### config.mk
export PLATFORM = sky130hd
export DESIGN_NAME = mult_share_ctrl_flat
export DESIGN_NICKNAME = d
export VERILOG_FILES = /design/src/rtl/mult_share_ctrl_pkg.sv /design/src/rtl/mult_share_ctrl_if.sv /design/src/rtl/mult_share_ctrl_rr_pick.sv /design/src/rtl/mult_share_ctrl.sv /design/src/flat_wrapper.sv
export SDC_FILE = /design/constraint.sdc
export NUM_CORES = 1
export LEC_CHECK = 0
export BUFFER_PORTS_ARGS = -buffer_cell sky130_fd_sc_hd__clkbuf_2
export CORE_MARGIN = 1.5
export CORE_UTILIZATION = 47
export DETAILED_ROUTE_END_ITERATION = 6
export PLACE_DENSITY = 0.76
export REMOVE_ABC_BUFFERS = 1
export SLEW_MARGIN = 0
export SYNTH_ARGS = -nofsm -noshare
export SYNTH_HDL_FRONTEND = slang
export SYNTH_SLANG_ARGS = --single-unit
### constraint.sdc
create_clock -name clk -period 1.9 [get_ports clk]
set_clock_uncertainty 0.1 [all_clocks]
set_input_delay 0.38 -clock clk [delete_from_list [all_inputs] [get_ports clk]]
set_output_delay 0.38 -clock clk [all_outputs]
set_load 0.01 [all_outputs]
### src/rtl/mult_share_ctrl_pkg.sv
// Shared types and defaults for the multiplier-sharing controller and its arbiter.
package mult_ctrl_pkg;

   typedef enum logic [1:0] {
      ST_IDLE  = 2'd0,
      ST_ISSUE = 2'd1,
      ST_WAIT  = 2'd2,
      ST_RESP  = 2'd3
   } state_t;

   localparam int DEF_WIDTH   = 4;
   localparam int DEF_NUM_REQ = 4;
   localparam int DEF_TIMEOUT = 15;

   function automatic int idx_width(input int n);
      if (n <= 1) begin
         return 1;
      end else begin
         return $clog2(n);
      end
   endfunction

endpackage

### src/rtl/mult_share_ctrl_if.sv
// Bus between the sharing controller (master) and the single shift-add multiplier (slave).
interface mult_share_ctrl_if #(
   parameter int WIDTH = 4
);
   logic                 mul_start;
   logic [WIDTH-1:0]     mul_a;
   logic [WIDTH-1:0]     mul_b;
   logic [2*WIDTH-1:0]   mul_product;
   logic                 mul_valid;
   logic                 mul_flush;

   modport master (
      output mul_start, mul_a, mul_b, mul_flush,
      input  mul_product, mul_valid
   );

   modport slave (
      input  mul_start, mul_a, mul_b, mul_flush,
      output mul_product, mul_valid
   );
endinterface

### src/rtl/mult_share_ctrl_rr_pick.sv
// Combinational round-robin pick: first set request at or above ptr, wrapping upward.
module rr_pick
   import mult_ctrl_pkg::*;
#(
   parameter int NUM_REQ = DEF_NUM_REQ,
   parameter int IW      = idx_width(NUM_REQ)
) (
   input  logic [NUM_REQ-1:0] req,
   input  logic [IW-1:0]      ptr,
   output logic [NUM_REQ-1:0] pick,
   output logic [IW-1:0]      pick_idx,
   output logic               any
);
   localparam logic [NUM_REQ-1:0] ONE_HOT0 = {{(NUM_REQ-1){1'b0}}, 1'b1};

   logic [IW-1:0] cand_s;

   // Walk the offsets downward so the smallest offset from ptr wins last.
   always_comb begin
      cand_s   = '0;
      pick_idx = '0;
      any      = |req;
      for (int k = NUM_REQ - 1; k >= 0; k--) begin
         cand_s   = IW'((int'(ptr) + k) % NUM_REQ);
         pick_idx = req[cand_s] ? cand_s : pick_idx;
      end
      pick = any ? (ONE_HOT0 << pick_idx) : '0;
   end
endmodule

### src/rtl/mult_share_ctrl.sv
// Round-robin owner of one shared shift-add multiplier: latches operands, issues start,
// waits for a fresh valid edge (or times out and flushes), and returns the product.
module mult_share_ctrl
   import mult_ctrl_pkg::*;
#(
   parameter int NUM_REQ = DEF_NUM_REQ,
   parameter int WIDTH   = DEF_WIDTH,
   parameter int TIMEOUT = DEF_TIMEOUT
) (
   input  logic                       clk,
   input  logic                       reset,
   input  logic [NUM_REQ-1:0]         req,
   input  logic [NUM_REQ*WIDTH-1:0]   req_a,
   input  logic [NUM_REQ*WIDTH-1:0]   req_b,
   output logic [NUM_REQ-1:0]         grant,
   output logic [NUM_REQ-1:0]         resp_valid,
   output logic [2*WIDTH-1:0]         resp_product,
   output logic                       resp_err,
   output logic                       busy,
   mult_share_ctrl_if.master          mul
);
   localparam int IW = idx_width(NUM_REQ);
   localparam int CW = $clog2(TIMEOUT);
   localparam logic [NUM_REQ-1:0] ONE_HOT0 = {{(NUM_REQ-1){1'b0}}, 1'b1};

   state_t               state_r, state_s;
   logic [IW-1:0]        ptr_r, ptr_s, owner_r, owner_s;
   logic [CW-1:0]        cnt_r, cnt_s;
   logic                 valid_q_r, done_s;
   logic [NUM_REQ-1:0]   grant_r, grant_s, resp_valid_r, resp_valid_s;
   logic [2*WIDTH-1:0]   resp_product_r, resp_product_s;
   logic                 resp_err_r, resp_err_s, busy_r, busy_s;
   logic                 mul_start_r, mul_start_s, mul_flush_r, mul_flush_s;
   logic [WIDTH-1:0]     mul_a_r, mul_a_s, mul_b_r, mul_b_s;
   logic [NUM_REQ-1:0]   pick_s;
   logic [IW-1:0]        pick_idx_s;
   logic                 pick_any_s;

   rr_pick #(.NUM_REQ(NUM_REQ), .IW(IW)) u_pick (
      .req      (req),
      .ptr      (ptr_r),
      .pick     (pick_s),
      .pick_idx (pick_idx_s),
      .any      (pick_any_s)
   );

   // A valid level left over from an earlier operation must not count as completion.
   assign done_s = mul.mul_valid & ~valid_q_r;

   // Next-state and next-output decode.
   always_comb begin
      state_s        = state_r;
      ptr_s          = ptr_r;
      owner_s        = owner_r;
      cnt_s          = cnt_r;
      grant_s        = '0;
      resp_valid_s   = '0;
      mul_start_s    = 1'b0;
      mul_flush_s    = 1'b0;
      mul_a_s        = mul_a_r;
      mul_b_s        = mul_b_r;
      resp_product_s = resp_product_r;
      resp_err_s     = resp_err_r;
      case (state_r)
         ST_IDLE: begin
            if (pick_any_s) begin
               owner_s     = pick_idx_s;
               grant_s     = pick_s;
               mul_start_s = 1'b1;
               mul_a_s     = req_a[int'(pick_idx_s)*WIDTH +: WIDTH];
               mul_b_s     = req_b[int'(pick_idx_s)*WIDTH +: WIDTH];
               state_s     = ST_ISSUE;
            end else begin
               state_s = ST_IDLE;
            end
         end
         ST_ISSUE: begin
            cnt_s   = '0;
            state_s = ST_WAIT;
         end
         ST_WAIT: begin
            if (done_s) begin
               resp_product_s = mul.mul_product;
               resp_err_s     = 1'b0;
               resp_valid_s   = ONE_HOT0 << owner_r;
               state_s        = ST_RESP;
            end else if (cnt_r == CW'(TIMEOUT - 1)) begin
               resp_product_s = '0;
               resp_err_s     = 1'b1;
               mul_flush_s    = 1'b1;
               resp_valid_s   = ONE_HOT0 << owner_r;
               state_s        = ST_RESP;
            end else begin
               cnt_s = cnt_r + CW'(1'b1);
            end
         end
         ST_RESP: begin
            ptr_s   = (owner_r == IW'(NUM_REQ - 1)) ? '0 : owner_r + IW'(1'b1);
            state_s = ST_IDLE;
         end
         default: begin
            state_s = ST_IDLE;
         end
      endcase
      busy_s = (state_s != ST_IDLE);
   end

   // State register.
   always_ff @(posedge clk) begin
      if (reset) begin
         state_r <= ST_IDLE;
      end else begin
         state_r <= state_s;
      end
   end

   // Registered datapath and outputs.
   always_ff @(posedge clk) begin
      if (reset) begin
         ptr_r          <= '0;
         owner_r        <= '0;
         cnt_r          <= '0;
         valid_q_r      <= 1'b0;
         grant_r        <= '0;
         resp_valid_r   <= '0;
         resp_product_r <= '0;
         resp_err_r     <= 1'b0;
         busy_r         <= 1'b0;
         mul_start_r    <= 1'b0;
         mul_flush_r    <= 1'b0;
         mul_a_r        <= '0;
         mul_b_r        <= '0;
      end else begin
         ptr_r          <= ptr_s;
         owner_r        <= owner_s;
         cnt_r          <= cnt_s;
         valid_q_r      <= mul.mul_valid;
         grant_r        <= grant_s;
         resp_valid_r   <= resp_valid_s;
         resp_product_r <= resp_product_s;
         resp_err_r     <= resp_err_s;
         busy_r         <= busy_s;
         mul_start_r    <= mul_start_s;
         mul_flush_r    <= mul_flush_s;
         mul_a_r        <= mul_a_s;
         mul_b_r        <= mul_b_s;
      end
   end

   assign grant         = grant_r;
   assign resp_valid    = resp_valid_r;
   assign resp_product  = resp_product_r;
   assign resp_err      = resp_err_r;
   assign busy          = busy_r;
   assign mul.mul_start = mul_start_r;
   assign mul.mul_flush = mul_flush_r;
   assign mul.mul_a     = mul_a_r;
   assign mul.mul_b     = mul_b_r;
endmodule

### src/flat_wrapper.sv
// flat-port wrapper written by rule: the top's interface ports become plain ports
module mult_share_ctrl_flat import mult_ctrl_pkg::*;
#(
   parameter int NUM_REQ = DEF_NUM_REQ,
   parameter int WIDTH   = DEF_WIDTH,
   parameter int TIMEOUT = DEF_TIMEOUT
)
  (clk, reset, req, req_a, req_b, grant, resp_valid, resp_product, resp_err, busy, mul_mul_start, mul_mul_a, mul_mul_b, mul_mul_flush, mul_mul_product, mul_mul_valid);
  mult_share_ctrl_if #(.WIDTH(WIDTH)) mul_i ();
  input  logic clk;
  input  logic reset;
  input  logic [NUM_REQ-1:0] req;
  input  logic [NUM_REQ*WIDTH-1:0] req_a;
  input  logic [NUM_REQ*WIDTH-1:0] req_b;
  output logic [NUM_REQ-1:0] grant;
  output logic [NUM_REQ-1:0] resp_valid;
  output logic [2*WIDTH-1:0] resp_product;
  output logic resp_err;
  output logic busy;
  output wire logic [$bits(mul_i.mul_start)-1:0] mul_mul_start;
  output wire logic [$bits(mul_i.mul_a)-1:0] mul_mul_a;
  output wire logic [$bits(mul_i.mul_b)-1:0] mul_mul_b;
  output wire logic [$bits(mul_i.mul_flush)-1:0] mul_mul_flush;
  input wire logic [$bits(mul_i.mul_product)-1:0] mul_mul_product;
  input wire logic [$bits(mul_i.mul_valid)-1:0] mul_mul_valid;
  assign mul_mul_start = mul_i.mul_start;
  assign mul_mul_a = mul_i.mul_a;
  assign mul_mul_b = mul_i.mul_b;
  assign mul_mul_flush = mul_i.mul_flush;
  assign mul_i.mul_product = mul_mul_product;
  assign mul_i.mul_valid = mul_mul_valid;
  mult_share_ctrl #(.NUM_REQ(NUM_REQ), .WIDTH(WIDTH), .TIMEOUT(TIMEOUT)) u_core (.clk(clk), .reset(reset), .req(req), .req_a(req_a), .req_b(req_b), .grant(grant), .resp_valid(resp_valid), .resp_product(resp_product), .resp_err(resp_err), .busy(busy), .mul(mul_i));
endmodule
Yosys cells after proc, flatten, opt, wreduce, memory -nomap -nowiden:

Cells that the tools add are included.

* memory bits (writable): 0
* bits in read-only memories: 0
* latch bits: 0
* input bits: 47
* memories kept: 0
* flip-flop bits (word level): 39
* output and inout port bits: 28
* word-level logic and storage cells: 79

* shift operators: 4
* $mul: 0
* $add $sub $neg: 5
* equal/unequal tests: 7
* magnitude comparators: 4
* divide/modulo/power cells: 0
* reductions and logical operators: 12
* bitwise operators: 5
* multiplexer cells: 28

Operator list (count)
* indexed part select 16 x 5 -> 4 bit: 2
* 2-to-1 mux 4 bit: 4
* 2-to-1 mux 8 bit: 2
* 2-to-1 mux 2 bit: 7
* less-than comparator 2 x 3 -> 1 bit (second input constant): 4
* 2-to-1 mux 1 bit: 9
* binary-select mux 1 bit (select 2 bit): 4
* one-hot mux 2 bit (4 select lines): 1
* one-hot mux 4 bit (2 select lines): 1
* << shifter 1 x 2 -> 4 bit (first input constant): 2
* equality test 2 bit (second input constant): 3
* nonzero test 2 bit: 3
* OR reduction 3 bit: 2
* adder 2 x 1 -> 2 bit (second input constant): 2
* adder 2 bit (second input constant): 2
* adder 4 x 1 -> 4 bit (second input constant): 1
* equality test 4 bit (second input constant): 1
* != test 2 bit (second input constant): 2
* NOT 1 bit: 4
* AND reduction 2 bit: 2
* OR reduction 2 bit: 2
* OR reduction 4 bit: 1
* AND reduction 3 bit: 1
* equality test 2 x 1 -> 1 bit (second input constant): 1
* other kinds (2): 2

Logic depth before layout (Yosys ltp):

Gate-level depths: netlist of the first run.

* depth in word-level cells: 8
* mapped depth: 8
* gate-level depth less buffers: 7

By module:

A second synthesis of the first run with hierarchy kept.

* cell total of the unflattened synthesis: 189
* area, all modules: 1919.3 um^2

By module, submodules not included
* mult_share_ctrl: sequential area each 780.7 um^2, instances 1, area an instance 1709.1 um^2, cells each 160
* rr_pick: sequential area each 0.0 um^2, instances 1, area an instance 210.2 um^2, cells each 29

Worst setup path before layout of the first run:

Ideal clock, no wire load.

* path type: reg-to-reg
* start: register u_core.cnt_r[0]
* end: register u_core.cnt_r[3]
* path buffers: 1
* setup time: 0.128 ns
* period minus slack after synthesis: 1.616 ns
* required time: 1.672 ns
* data arrival time: 1.389 ns
* cell stages (with the launch flop): 9
* slack: 0.284 ns
* cell sequence: dfxtp_1 > inv_1 > ha_1 > and3_1 > clkbuf_2 > nor3_1 > o21ai_0 > a22oi_1 > nor2_1

* word-level cells in the longest chain between the ends: 4
* elaborated cells between the ends (all ways): 7
* those cells by class: 1 x add/sub; 2 x eq/ne; 3 x mux; 1 x reduce/logical

Ends and longest elaborated chain
* from (decl): RTL line mult_share_ctrl.sv:28 `logic [CW-1:0] cnt_r, cnt_s;`
* from (signal assigned): RTL line mult_share_ctrl.sv:136 `cnt_r <= cnt_s;`
* adder 4 x 1 -> 4 bit: RTL line mult_share_ctrl.sv:94 `cnt_s = cnt_r + CW'(1'b1);`
* 2-to-1 mux 4 bit: RTL line mult_share_ctrl.sv:87 `end else if (cnt_r == CW'(TIMEOUT - 1)) begin`
* 2-to-1 mux 4 bit: RTL line mult_share_ctrl.sv:82 `if (done_s) begin`
* one-hot mux 4 bit (2 select lines): RTL line mult_share_ctrl.sv:64 `case (state_r)`

Several ways; a longest one is shown, not always the timed one. The select of a mux whose other input is x is not followed.
A chain may end at the register's enable or synchronous reset.

Final worst setup path of the first run:

* start: register u_core.cnt_r[0]
* end: register u_core.resp_product_r[2] (netlist: u_core.resp_product[2])

* word-level cells in the longest chain between the ends: 3

Ends and longest elaborated chain
* equality test 4 bit: RTL line mult_share_ctrl.sv:87
* nonzero test 2 bit (no line)
* AND reduction 2 bit (no line)
* to (signal assigned): RTL line mult_share_ctrl.sv:140 `resp_product_r <= resp_product_s;`
* to (decl): RTL line mult_share_ctrl.sv:31 `logic [2*WIDTH-1:0] resp_product_r, resp_product_s;`

Every way passes these cells.

==> results.ini, run 1 <==
[logic_synthesis]
seq_area_frac_synth=0.444
yosysWarnings=0
synth_top_area_frac=0.444
synthFlopType=dfxtp_1
synth_cells=187
synthesis.area_um2=1760
synth_compound_area_frac=0.135
synth_xor_area_frac=0
postSynth.asyncResetShare=0
synthMuxAreaShare=0.102
synth-seq-cells=39
yosysUniqueCellTypes=38
synth_edf_count=0
synth_area_leaders=dfxtp_1 (44%), mux2i_1 (10%), ha_1 (7.1%)
synth_top_family_by_area=simple AND/OR/NAND/NOR gates
yosys.area.top_type=dfxtp_1
yosys.area_share.simple=0.191
synthAdderAreaFrac=0.0712
syn_area_per_cell_um2=9.40

[routing]
wire_per_inst_um=11.5
drtIter0Drc=72
wl_mm=3.59
drtPass1Iterations=4
ant_nets=0
drc=0
num_vias=1561
vias_per_cell=5.00

[floorplanning]
coreArea_um2=3630
num_rows=22
die_y_um=64.2
die_w_um=64.2
ios=75
start_util=0.484
dieArea_um2=4120

[sta]
slew_violations=0
fin_crit_sh=0.891
setup_viol=0
clock.fmax_mhz=591
maxSlewHeadroom=0.757
final-hold-violation-count=0
worstMarginPinSlew_ps=365
tns_ps=0
period_needed_ps=1690
setup_slack_ps=208
rsz0062_at_grt=no

[cts]
cts_sinks=39
cts_tree=done
clock_latency_ps=290
clk_pin_slew_ps=80
h-tree-depth=2
postCtsSetupRepairBufs=0
cts_buffers=5
cts_root_buf=clkbuf_8
clockBufferDepth=2
cts_hold_buffers=0
cts.repair.resized=0

[placement]
io_buffers=74
place_ws_ps=80.7
dp_hpwl_mm=2.72
place_congestion=0.784

[pwr]
leakagePower_nw=1.05
p_per_area_nw_per_um2=897
peakVddDrop_uv=379
power_w=0.00205

[grt]
busiest_layer=met2
grt_pass1_wl_mm=5.97
overflow=0
gr-usage-met2=0.318
grt_pass1_vias=1420
track_usage=0.180
antenna_found_initial=0
met1_usage=0.218
met3_usage=0.0335
grt_start_max_net_pins=21

[worst_hold_path]
hold_end=u_core.valid_q_r$_SDFF_PP0_
hold_path_class=input pin to flip-flop
min_from=mul_mul_valid
hold_depth=2

[worst_setup_path]
reg2reg_depth=7
timing.rr.end=u_core.resp_product[2]$_SDFFE_PP0P_
critical_path.cell_chain=inv_1 > ha_1 > and3_1 > o21ai_1 > buf_4 > a22oi_1 > nor2_1
critPathRequiredTime_ps=2020
cp-end-kind=flip-flop
cp.arrival_ps=1810
r2r_slack_ps=210
critical_path.max_stage_delay_ps=400
critPathKind=flip-flop to flip-flop
critPathMaxFanout=12
crit_path_start_kind=flip-flop
rr_startpoint=u_core.cnt_r[0]$_SDFFE_PP0P_
cp_slowest_cell=dfxtp_1

[run]
drv_cap=0

[cells_and_area]
syn2layout_area_growth_pct=29.8
final-seq-area_um2=781
diodes=0
drive_gt1_frac=0.356
multi_input_area_um2=878
num-fill-cells=339
final_nets=320

[run_status]
status=complete, no violations

[where the power goes]
part           total (W)  switching (W)  internal, W
sequential      0.000949      0.0000469     0.000902
combinational   0.000492       0.000271     0.000221
clock           0.000605       0.000275     0.000330
total            0.00205       0.000593      0.00145
[registers in the layout (all words and copies together) (netlist names)]
register	cells
u_core.state_r	2
u_core.resp_product	8
u_core.cnt_r	4
u_core.mul.mul_a	4
u_core.resp_err	1
u_core.mul.mul_flush	1
u_core.mul.mul_start	1
u_core.mul.mul_b	4
u_core.owner_r	2
u_core.valid_q_r	1
u_core.grant	4
u_core.ptr_r	2
u_core.resp_valid	4
u_core.busy	1
[critical path, delay by kind of cell (launching register included)]
| kind | cells | cell delay, ps |
|---|---|---|
| DFF | 1 | 400 |
| adders and majority gates | 1 | 190 |
| buffers and inverters | 2 | 280 |
| and+or+nand+nor | 2 | 370 |
| AOI/OAI and AO/OA | 2 | 290 |
[cells by family after synthesis]
group,after synthesis
compound gates,34
fa+ha+maj,10
buf+inv,20
flops,39
mux,18
simple gates,66
[synthesized netlist by cell type, types with 3 or more instances]
cell / number
a22oi_1: 9
nand3_1: 3
ha_1: 10
nor2_1: 21
o221ai_1: 8
dfxtp_1: 39
nor3_1: 7
nand2_1: 14
buf_2: 3
mux2i_1: 18
clkbuf_1: 3
nor2b_1: 3
a21oi_1: 9
nor3b_1: 4
inv_1: 10
[how the worst max path moves through the flow]
| stage | depth (start not counted) | endpoint | slack, ps | startpoint |
|---|---|---|---|---|
| after detailed placement | 6 | u_core.mul.mul_b[1]$_SDFFE_PP0N_ | 80 | req[1] |
| after floorplan | 5 | u_core.mul.mul_a[0]$_SDFFE_PP0N_ | -50 | req[0] |
| after global placement | 6 | u_core.mul.mul_b[2]$_SDFFE_PP0N_ | 120 | req[1] |
| after global routing | 7 | u_core.cnt_r[3]$_SDFFE_PP0P_ | 80 | u_core.cnt_r[0]$_SDFFE_PP0P_ |
| after CTS | 7 | u_core.cnt_r[3]$_SDFFE_PP0P_ | 200 | u_core.cnt_r[0]$_SDFFE_PP0P_ |
| final | 7 | u_core.resp_product[2]$_SDFFE_PP0P_ | 210 | u_core.cnt_r[0]$_SDFFE_PP0P_ |
[layer usage]
metal / vias to the layer above / share of wire
met1: 726 / 0.45
met4: 0 / 0.013
met2: 29 / 0.51
li1: 802 / -
met3: 4 / 0.034
met5: - / 0
[cell usage in the layout (no fill, tap or decap), types with 2 or more instances in the layout]
master / Yosys / final
clkbuf_2: 1 / 74
dfxtp_1: 39 / 39
nor2_1: 21 / 21
mux2i_1: 18 / 18
nand2_1: 14 / 14
inv_1: 10 / 10
ha_1: 10 / 10
a21oi_1: 9 / 9
a22oi_1: 9 / 9
o221ai_1: 8 / 8
nor3_1: 7 / 7
clkbuf_8: 0 / 7
nor3b_1: 4 / 4
buf_4: 1 / 4
nand3_1: 3 / 3
nor2b_1: 3 / 3
nand2b_1: 2 / 2
o21ai_0: 2 / 2
[layout make-up]
class | count | share of cell area
Multi-Input combinational cell | 128 | 0.385
Sequential cell | 39 | 0.342
Timing Repair Buffer | 79 | 0.184
Clock buffer | 7 | 0.0422
Tap cell | 48 | 0.0263
Inverter | 10 | 0.0165
Clock inverter | 1 | 0.00329
[through the flow]
| step | instance area [um2] | hold slack [ps] | instances | utilization |
|---|---|---|---|---|
| 2_1_floorplan | 1700 | 349 | 177 | - |
| 3_3_place_gp | 2180 | 344 | 304 | 0.599 |
| 3_5_place_dp | 2180 | 355 | 304 | 0.599 |
| 4_1_cts | 2280 | 218 | 312 | 0.628 |
| 5_1_grt | 2280 | 247 | 312 | 0.628 |
| 6_report | 2280 | 213 | 312 | 0.628 |
(Power assumes the default switching activity.)
==> run 2, diff against run 1 <==
--- a/config.mk
+++ b/config.mk
@@ -6,7 +6,7 @@
 export NUM_CORES = 1
 export LEC_CHECK = 0
 export BUFFER_PORTS_ARGS = -buffer_cell sky130_fd_sc_hd__clkbuf_2
-export CORE_MARGIN = 1.5
+export CORE_MARGIN = 2
 export CORE_UTILIZATION = 47
 export DETAILED_ROUTE_END_ITERATION = 6
 export PLACE_DENSITY = 0.76
==> constraint.sdc (replaced) <==
create_clock -name clk -period 1.9 [get_ports clk]
set_clock_uncertainty 0.1 [all_clocks]
set_input_delay 0.095 -clock clk [delete_from_list [all_inputs] [get_ports clk]]
set_output_delay 0.095 -clock clk [all_outputs]
set_load 0.01 [all_outputs]
==> run 2 against run 1 <==
Net effect:
- the run now ends with hold timing left
- worst hold slack worse by 220 ps
- utilization increased by 2.7 points
- critical path depth down 2
- die area grew 3.1%
==> results.ini, run 2 (synthesis results as in run 1) <==
[run_status]
status=complete, but fails checks
violations=hold timing

[sta]
rsz0062_at_grt=no
slew_violations=0
final-hold-violation-count=1
maxSlewHeadroom=0.678
clock.fmax_mhz=592
whs_ps=-3.75
fin_crit_sh=0.888
worstMarginPinSlew_ps=483
period_needed_ps=1690
setup_viol=0
tns_ps=0

[placement]
dp.cells=302
io_buffers=74
place_congestion=0.772
dp_hpwl_mm=2.67
place_area_um2=2160

[cells_and_area]
finalInstanceArea_um2=2380
num-fill-cells=325
largest_reg_flops=8
post-route-util=0.655
final_cells=320
final_cell_mix=clkbuf_2 (74), dfxtp_1 (39), nor2_1 (21), mux2i_1 (18), nand2_1 (14)
final-seq-area_um2=781
drive_gt1_frac=0.338
syn2layout_area_growth_pct=35.4
diodes=0
final_nets=328
multi_input_area_um2=878
final_common_cell=clkbuf_2

[cts]
clockBufferDepth=2
cts_buffers=5
cts.repair.resized=0
cts_sinks=39
clock_latency_ps=290
cts_tree=done
clk_pin_slew_ps=80
cts_root_buf=clkbuf_8
h-tree-depth=2

[grt]
grt_pass1_wl_mm=6.17
grt_start_max_net_pins=21
grt_pass1_vias=1440
antenna_found_initial=0
track_usage=0.186
overflow=0

[pwr]
clockPowerShare=0.327
leakagePower_nw=1.09
power_w=0.00216
peakVddDrop_uv=706
switchingPower_w=0.000603
swShare=0.279
seq_power_share=0.438
combPwrFrac=0.235
intPower_w=0.00156
p_per_area_nw_per_um2=908

[worst_setup_path]
critPathMaxFanout=10
cp.arrival_ps=1740
r2r_slack_ps=210
critPathKind=flip-flop to flip-flop
crit_path_start_kind=flip-flop
cp-end-kind=flip-flop
critPathRequiredTime_ps=1950

[routing]
ant_nets=0
wire_per_inst_um=11.7
drtIter0Drc=95
vias_per_cell=4.90
num_vias=1567
drc=0
wl_mm=3.75
drtPass1Iterations=4

[floorplanning]
num_rows=22
die_y_um=65.2
coreArea_um2=3630
start_util=0.484
ios=75
die_w_um=65.2
dieArea_um2=4250

[run]
drv_cap=0

[worst_hold_path]
hold_path_class=input pin to flip-flop

-- run 2: cell types whose count changed in the layout (fill, tap and decap cells not counted) --
cell           before  now
clkinvlp_4          1    0
dlygate4sd3_1       0   10
bufinv_16           0    1
buf_4               4    2
clkbuf_8            7    6
clkinv_2            0    1
-- run 2: final cells by class --
class,count,area share
Multi-Input combinational cell,128,0.369
Sequential cell,39,0.328
Timing Repair Buffer,87,0.212
Clock buffer,6,0.0347
Tap cell,48,0.0252
Inverter,10,0.0158
Clock inverter,2,0.0147
-- run 2: worst paths after layout --
kind	to	from	cells past startpoint
setup / recovery	u_core.mul.mul_b[1]$_SDFFE_PP0N_	u_core.ptr_r[0]$_SDFFE_PP0N_	5
setup reg to reg	u_core.mul.mul_b[1]$_SDFFE_PP0N_	u_core.ptr_r[0]$_SDFFE_PP0N_	5
hold / removal	u_core.resp_product[0]$_SDFFE_PP0P_	mul_mul_product[0]	3
hold reg to reg	u_core.mul.mul_b[0]$_SDFFE_PP0N_	u_core.mul.mul_b[0]$_SDFFE_PP0N_	2
-- run 2: critical path, stage by stage (launching register included) --
cell and delay (ps):
dfxtp_1 360, nand2b_1 130, a21oi_1 70, a211oi_1 390, nand2b_2 340, o221ai_1 160
-- run 2: metal layers --
metal  global-route usage  wire length [um]  vias to the layer above
met5                    0                 0                        -
met4               0.0781                66                        0
met3               0.0308               108                        7
met2                0.317              1870                       27
met1                0.234              1710                      712
li1                     -                 -                      821
-- run 2: what timing repair did --
item / 4_1_cts / 5_1_grt
buffers inserted: 0 / 0
hold endpoints to repair: 9 / 0
hold buffers: 10 / 0
-- run 2: power groups by stage --
stage          logic [W]  clock network, W  registers (W)
6_report        0.000507          0.000707       0.000946
5_1_grt         0.000565          0.000759       0.000959
4_1_cts         0.000508          0.000722       0.000946
3_5_place_dp    0.000489                 0       0.000964
3_3_place_gp    0.000483                 0       0.000963
2_1_floorplan   0.000268                 0       0.000992
-- run 2: through the flow --
stage	setup WS, ps	hold slack [ps]
finish	212	-3.75
global route	21.2	28.4
CTS	211	1.56
detailed placement	228	223
global placement	233	222
floorplan	19.9	64.1
